--- src/rtl/cpu_pkg.sv ---
// rtl/cpu_pkg.sv - shared fetch-stage types and constants
//
// Purpose: next-PC select encoding, PC sequencer state encoding and the
//          sequential PC increment shared by the fetch-stage modules.
// Ports:   none (package).
package cpu_pkg;

  typedef enum logic [1:0] {
    SEL_SEQ    = 2'b00,
    SEL_BRANCH = 2'b01,
    SEL_JUMP   = 2'b10,
    SEL_TRAP   = 2'b11
  } next_sel_e;

  typedef enum logic [1:0] {
    BOOT = 2'b00,
    RUN  = 2'b01,
    HOLD = 2'b10
  } pc_state_e;

  localparam int unsigned PC_STEP = 4;

endpackage

--- src/rtl/pc_redirect_arb.sv ---
// rtl/pc_redirect_arb.sv - combinational redirect priority arbiter
//
// Purpose: picks the highest-priority redirect request this cycle
//          (trap > jump > branch) and its target address. Optional macro
//          PC_SEQ_ALIGN_CHECK_EN turns misaligned branch/jump targets into
//          a trap to TRAP_VECTOR.
// Ports:
//   branch_taken, branch_target  branch request and target
//   jump, jump_target            jump request and target
//   trap                         trap request
//   kind                         winning request (SEL_SEQ when none)
//   target                       winning target address
//   misalign                     winning request is a misaligned target
module pc_redirect_arb
  import cpu_pkg::*;
#(
  parameter int               WIDTH       = 32,
  parameter logic [WIDTH-1:0] TRAP_VECTOR = WIDTH'(32'h0000_0100)
) (
  input  logic             branch_taken,
  input  logic [WIDTH-1:0] branch_target,
  input  logic             jump,
  input  logic [WIDTH-1:0] jump_target,
  input  logic             trap,
  output next_sel_e        kind,
  output logic [WIDTH-1:0] target,
  output logic             misalign
);

  always_comb begin
    kind     = SEL_SEQ;
    target   = '0;
    misalign = 1'b0;
    if (trap) begin
      kind   = SEL_TRAP;
      target = TRAP_VECTOR;
    end else if (jump) begin
      kind   = SEL_JUMP;
      target = jump_target;
    end else if (branch_taken) begin
      kind   = SEL_BRANCH;
      target = branch_target;
    end
`ifdef PC_SEQ_ALIGN_CHECK_EN
    // A misaligned branch/jump is escalated to a trap so it also outranks
    // any later lower-priority request while it sits in the pending register.
    if ((kind == SEL_JUMP || kind == SEL_BRANCH) && target[1:0] != 2'b00) begin
      kind     = SEL_TRAP;
      target   = TRAP_VECTOR;
      misalign = 1'b1;
    end
`endif
  end

endmodule

--- src/rtl/pc_sequencer.sv ---
// rtl/pc_sequencer.sv - fetch-stage program-counter sequencer
//
// Purpose: holds the PC, drives the 2-bit next-PC select, presents the PC
//          to instruction memory over valid/ready and latches redirects
//          that arrive while no transfer completes.
//          Optional macro PC_SEQ_ALIGN_CHECK_EN (see pc_redirect_arb).
// Ports:
//   clk, rst                      clock, async active-high reset
//   branch_taken, branch_target   branch redirect request
//   jump, jump_target             jump redirect request
//   trap                          trap request
//   pc_ready                      instruction memory accepts pc
//   pc, pc_valid                  fetch request
//   next_sel                      00 pc+4, 01 branch, 10 jump, 11 trap
//   flush                         pulse in the cycle pc takes a redirect
//   misalign                      pulse with flush when a misaligned target trapped
module pc_sequencer
  import cpu_pkg::*;
#(
  parameter int               WIDTH        = 32,
  parameter logic [WIDTH-1:0] RESET_VECTOR = WIDTH'(32'h0000_0000),
  parameter logic [WIDTH-1:0] TRAP_VECTOR  = WIDTH'(32'h0000_0100)
) (
  input  logic             clk,
  input  logic             rst,
  input  logic             branch_taken,
  input  logic [WIDTH-1:0] branch_target,
  input  logic             jump,
  input  logic [WIDTH-1:0] jump_target,
  input  logic             trap,
  input  logic             pc_ready,
  output logic [WIDTH-1:0] pc,
  output logic             pc_valid,
  output logic [1:0]       next_sel,
  output logic             flush,
  output logic             misalign
);

  pc_state_e        state, state_next;

  next_sel_e        req_kind;
  logic [WIDTH-1:0] req_target;
  logic             req_mis;
  logic             req_valid;

  logic             pend_valid;
  next_sel_e        pend_kind;
  logic [WIDTH-1:0] pend_target;
  logic             pend_mis;

  next_sel_e        sel_kind;
  logic [WIDTH-1:0] sel_target;
  logic             sel_mis;
  logic             xfer;

  pc_redirect_arb #(
    .WIDTH       (WIDTH),
    .TRAP_VECTOR (TRAP_VECTOR)
  ) u_arb (
    .branch_taken  (branch_taken),
    .branch_target (branch_target),
    .jump          (jump),
    .jump_target   (jump_target),
    .trap          (trap),
    .kind          (req_kind),
    .target        (req_target),
    .misalign      (req_mis)
  );

  assign req_valid = (req_kind != SEL_SEQ);
  assign pc_valid  = (state != BOOT);
  assign xfer      = pc_valid & pc_ready;
  assign next_sel  = sel_kind;

  // A latched redirect always takes precedence over this cycle's request.
  always_comb begin
    sel_kind   = SEL_SEQ;
    sel_target = '0;
    sel_mis    = 1'b0;
    if (pend_valid) begin
      sel_kind   = pend_kind;
      sel_target = pend_target;
      sel_mis    = pend_mis;
    end else if (req_valid) begin
      sel_kind   = req_kind;
      sel_target = req_target;
      sel_mis    = req_mis;
    end
  end

  always_comb begin
    state_next = state;
    case (state)
      BOOT:    state_next = RUN;
      RUN:     if (!pc_ready) state_next = HOLD;
      HOLD:    if (pc_ready) state_next = RUN;
      default: state_next = BOOT;
    endcase
  end

  always_ff @(posedge clk or posedge rst) begin
    if (rst) begin
      state       <= BOOT;
      pc          <= RESET_VECTOR;
      flush       <= 1'b0;
      misalign    <= 1'b0;
      pend_valid  <= 1'b0;
      pend_kind   <= SEL_SEQ;
      pend_target <= '0;
      pend_mis    <= 1'b0;
    end else begin
      state    <= state_next;
      flush    <= 1'b0;
      misalign <= 1'b0;
      if (xfer) begin
        pc       <= (sel_kind == SEL_SEQ) ? pc + WIDTH'(PC_STEP) : sel_target;
        flush    <= (sel_kind != SEL_SEQ);
        misalign <= sel_mis;
        // When the pending redirect is consumed, a request arriving in the
        // same cycle is kept for the following transfer instead of lost.
        if (pend_valid && req_valid) begin
          pend_kind   <= req_kind;
          pend_target <= req_target;
          pend_mis    <= req_mis;
        end else begin
          pend_valid <= 1'b0;
        end
      end else if (req_valid && (!pend_valid || req_kind > pend_kind)) begin
        pend_valid  <= 1'b1;
        pend_kind   <= req_kind;
        pend_target <= req_target;
        pend_mis    <= req_mis;
      end
    end
  end

endmodule
--- config.mk ---
export PLATFORM = sky130hd
export DESIGN_NAME = pc_sequencer
export DESIGN_NICKNAME = d
export VERILOG_FILES = /design/src/rtl/cpu_pkg.sv /design/src/rtl/pc_redirect_arb.sv /design/src/rtl/pc_sequencer.sv
export SDC_FILE = /design/constraint.sdc
export NUM_CORES = 1
export LEC_CHECK = 0
export ABC_AREA = 0
export CAP_MARGIN = 20
export CORE_MARGIN = 2
export CORE_UTILIZATION = 45
export CTS_BUF_LIST = sky130_fd_sc_hd__clkbuf_8
export CTS_CLUSTER_DIAMETER = 50
export DETAILED_ROUTE_END_ITERATION = 16
export DONT_BUFFER_PORTS = 1
export GPL_TIMING_DRIVEN = 0
export PLACE_DENSITY = 0.64
export SLEW_MARGIN = 30
export SYNTH_ARGS = -nofsm -noshare
export SYNTH_HDL_FRONTEND = slang
export SYNTH_SLANG_ARGS = --single-unit
--- constraint.sdc ---
create_clock -name clk -period 4.9 [get_ports clk]
set_clock_uncertainty 0.15 [all_clocks]
set_input_delay 0.49 -clock clk [delete_from_list [all_inputs] [get_ports clk]]
set_output_delay 0.49 -clock clk [all_outputs]
set_load 0.02 [all_outputs]
==> metrics <==
status=finished clean; post-synthesis cell count=460; r2r startpoint=state[1]; ANT cells=0; CTS tree=yes; Final Setup Violations=0; pin count of the biggest net entering global routing=46; Unique masters post-synth=58; f_max=334 MHz; kind of critical path=in2reg; Worst setup endpoint=pend_target[19]; GRT Residual Overflow=0; async set-reset flop share out of synthesis=1.00; Seq cells post-synth=70; CP Max Fanout=10; CTS Buf Count=9; switching portion of total power=0.446; Detailed Route Iter0 Violations=225; Detailed Route WL=14100 um; max_cap viols=0; IO Port Bufs=0; H-tree Lvls=3; first-pass GRT wire length=22000 um; Compound-Gate Fraction of Synth Area=0.258; Pwr Density=620 mW/mm2; Post-synth EDFFs=0; Reg2Reg Depth=5; Period minus WS final=3000 ps; headroom to the max-slew limit=0.489; largest family of logic cells by synthesized area=compound AO/OA/AOI/OAI gates; GR Util All Layers=0.281; Worst Tran Pin Value=761 ps; die width=102 um; Adder-Cell Fraction of Synth Area=0.0110; Avg Vias per Cell=6.43; clock tree buffer depth=2; Most common cell on crit path=clkbuf_1; worst reg2reg path endpoint=pend_target[19]; critical path depth=10; drt pass-1 iters=5; vias after detailed routing=3904; mux cell area share after synthesis=0.0912; Primary FF master, synth=dfrtp_1; initial core utilization=0.467; sw power=1.32 mW; wire per inst=23.2 um; Clock power frac=0.198; final period utilization=0.612; CTS resizes=0; Slew Limit Fails=0; Tot Pwr=2.97 mW; Final Wtd Congestion=0.928; Routed Antenna Nets=0; post-route setup TNS=0 ps; Synth Area per Inst=9.42 um2; Reg power frac=0.429; R2R Setup Slk=2470 ps; nets=546; CP Capture Type=flip-flop; RSZ-0062 raised after global routing=no; CTS Root Cell=clkbuf_8; post-synthesis sequential area ratio=0.404; CP max stage delay=450 ps; syn_nets=533; slowest cell on the critical path=clkbuf_1; Mapped Area=0.00433 mm2; layout cell share with drive strength beyond 1=0.180; Startpoint Class=primary input; initial antenna violation count=0; XOR/XNOR share of the synthesized area=0.00202; drc violations=0; # IOs=107; Int Pwr=1.64 mW; vias in the first global route=3800; maximum vdd drop=0.000177 V; worst setup margin=1900 ps; die area=0.0104 mm2; Clock Pin Slew Worst Setup and Hold Paths=80 ps; worst skew pair latency=360 ps; die height=102 um; Setup WS pre-CTS=1510 ps; Worst Path Buf+Inv=4; CTS sink count=70; Comb pwr share=0.372; # rows=35; Hold Violations, Final=0; worst min-delay path class=in2reg; CP arrival=3090 ps; Synth-to-Final Area Change=10.3%; CP startpoint=trap; critical-path cell list=buf_6 -> clkbuf_1 -> clkbuf_1 -> nor2_1 -> ha_1 -> nand2_1 -> o21ai_0 -> a31oi_1 -> buf_2 -> mux2_2; Warnings, synthesis=0; hpwl dp=10400 um; leakage=1.95 nW; Core ar.=0.00928 mm2; CP delay by family, top=buffers and inverters; simple-gate share of the synthesized area=0.175; Critical Path RT=4990 ps
cells in the final DEF (no fill, tap or decap), types with 5 or more instances in the layout:
cell / n
dfrtp_1: 70
inv_1: 9
and3_1: 6
a22o_1: 5
mux2i_1: 8
clkbuf_8: 9
nor2b_1: 8
a31o_2: 5
o21ai_0: 13
nor3_1: 14
nand2_1: 36
a211oi_1: 18
and4_1: 7
a21oi_1: 31
a22oi_1: 21
nor2_1: 40
clkbuf_1: 12
a221oi_1: 12
nand3_1: 8
mux2_2: 28
buf_2: 17
o22a_1: 5
nand4_1: 11
nand3b_1: 5
layout make-up:
class                   instances  area (um2)
fillers                       899        4500
inverters                      11        46.3
well taps                     129         161
clock buffers                   9         124
repair buffers                  2        37.5
flip-flops and latches         70        1750
plain buffers                  39         205
multi-input cells             340        2330
clock inverters                 7         121
flip-flops by register name, indices dropped and copies added, names as in the netlist:
register	cells
pend_target	32
flush	1
state	2
pend_valid	1
pend_kind	2
pc	32
how the worst min path moves through the flow:
stage	slack (ps)	cells after the start	to	startpoint
after detailed placement	220	1	pc[8]	rst
after global placement	340	1	pend_target[19]	pend_target[19]
after global routing	30	1	state[1]	pc_ready
after floorplan	330	1	pend_target[10]	pend_target[10]
final	40	1	state[1]	pc_ready
after CTS	40	1	state[1]	pc_ready
metal layers:
layer	wire, um	global-route usage	vias to the layer above	share of wire
met5	0	0	-	0
met4	274	0.0913	0	0.019
met3	1190	0.0670	22	0.085
met2	6360	0.420	206	0.45
met1	6240	0.402	1900	0.44
li1	-	-	1776	-
synthesized netlist by cell type (all sizes together), types with 3 or more instances:
master | number | area [um2]
dfrtp | 70 | 1750
nor2 | 40 | 150
nand2 | 37 | 155
a21oi | 31 | 155
mux2 | 28 | 315
buf | 27 | 160
a22oi | 21 | 158
a211oi | 18 | 135
a221oi | 15 | 150
nor3 | 14 | 70.1
o21ai | 14 | 70.1
clkbuf | 12 | 45.0
nand4 | 12 | 90.1
inv | 11 | 43.8
mux2i | 8 | 80.1
nand3 | 8 | 40.0
nor2b | 8 | 50.1
and4 | 7 | 61.3
and3 | 6 | 37.5
o22a | 6 | 61.3
a22o | 5 | 43.8
a31o | 5 | 43.8
nand3b | 5 | 37.5
a21o | 4 | 30.0
o22ai | 4 | 38.8
o31ai | 4 | 30.0
a311oi | 3 | 26.3
a31oi | 3 | 18.8
a32oi | 3 | 26.3
a41oi | 3 | 26.3
and2 | 3 | 18.8
ha | 3 | 37.5
nor4 | 3 | 18.8
o21a | 3 | 22.5
cell families (layout without fill, tap and decap cells):
| kind of cell | count (synthesis) | after routing |
|---|---|---|
| AOI/OAI and AO/OA | 151 | 151 |
| xor gates and xnor gates | 1 | 1 |
| adders and majority gates | 4 | 4 |
| buffers and inverters | 50 | 68 |
| DFF | 70 | 70 |
| muxes | 36 | 36 |
| other | 1 | 1 |
| and+or+nand+nor | 147 | 147 |
timing repair:
| item | 4_1_cts | 5_1_grt |
|---|---|---|
| setup buffers | 0 | 0 |
| endpoints found under the hold margin | 25 | 0 |
| endpoints found under the setup margin | 0 | 0 |
| hold buffers | 1 | 0 |
power groups by stage:
| stage | sequential, mW | clock, mW | combinational, mW |
|---|---|---|---|
| 2_1_floorplan | 1.19 | 0 | 0.831 |
| 3_3_place_gp | 1.26 | 0 | 1.07 |
| 3_5_place_dp | 1.28 | 0 | 1.09 |
| 4_1_cts | 1.27 | 0.591 | 1.10 |
| 5_1_grt | 1.32 | 0.623 | 1.21 |
| 6_report | 1.27 | 0.587 | 1.10 |
per-stage QoR:
stage / cell area, um2 / hold WS, ps / util / instances
2_1_floorplan: 4330 / 330 / - / 460
3_3_place_gp: 4500 / 339 / 0.484 / 589
3_5_place_dp: 4530 / 215 / 0.487 / 590
4_1_cts: 4780 / 35.6 / 0.515 / 607
5_1_grt: 4780 / 32.1 / 0.515 / 607
6_report: 4780 / 36.8 / 0.515 / 607
worst register-to-register path, cell delays in order, from the launching register on:
cell and delay [ps]:
dfrtp_1 420, o21ai_1 540, o21ai_0 180, a31oi_1 310, buf_2 330, mux2_2 370
(Power assumes the default switching activity.)
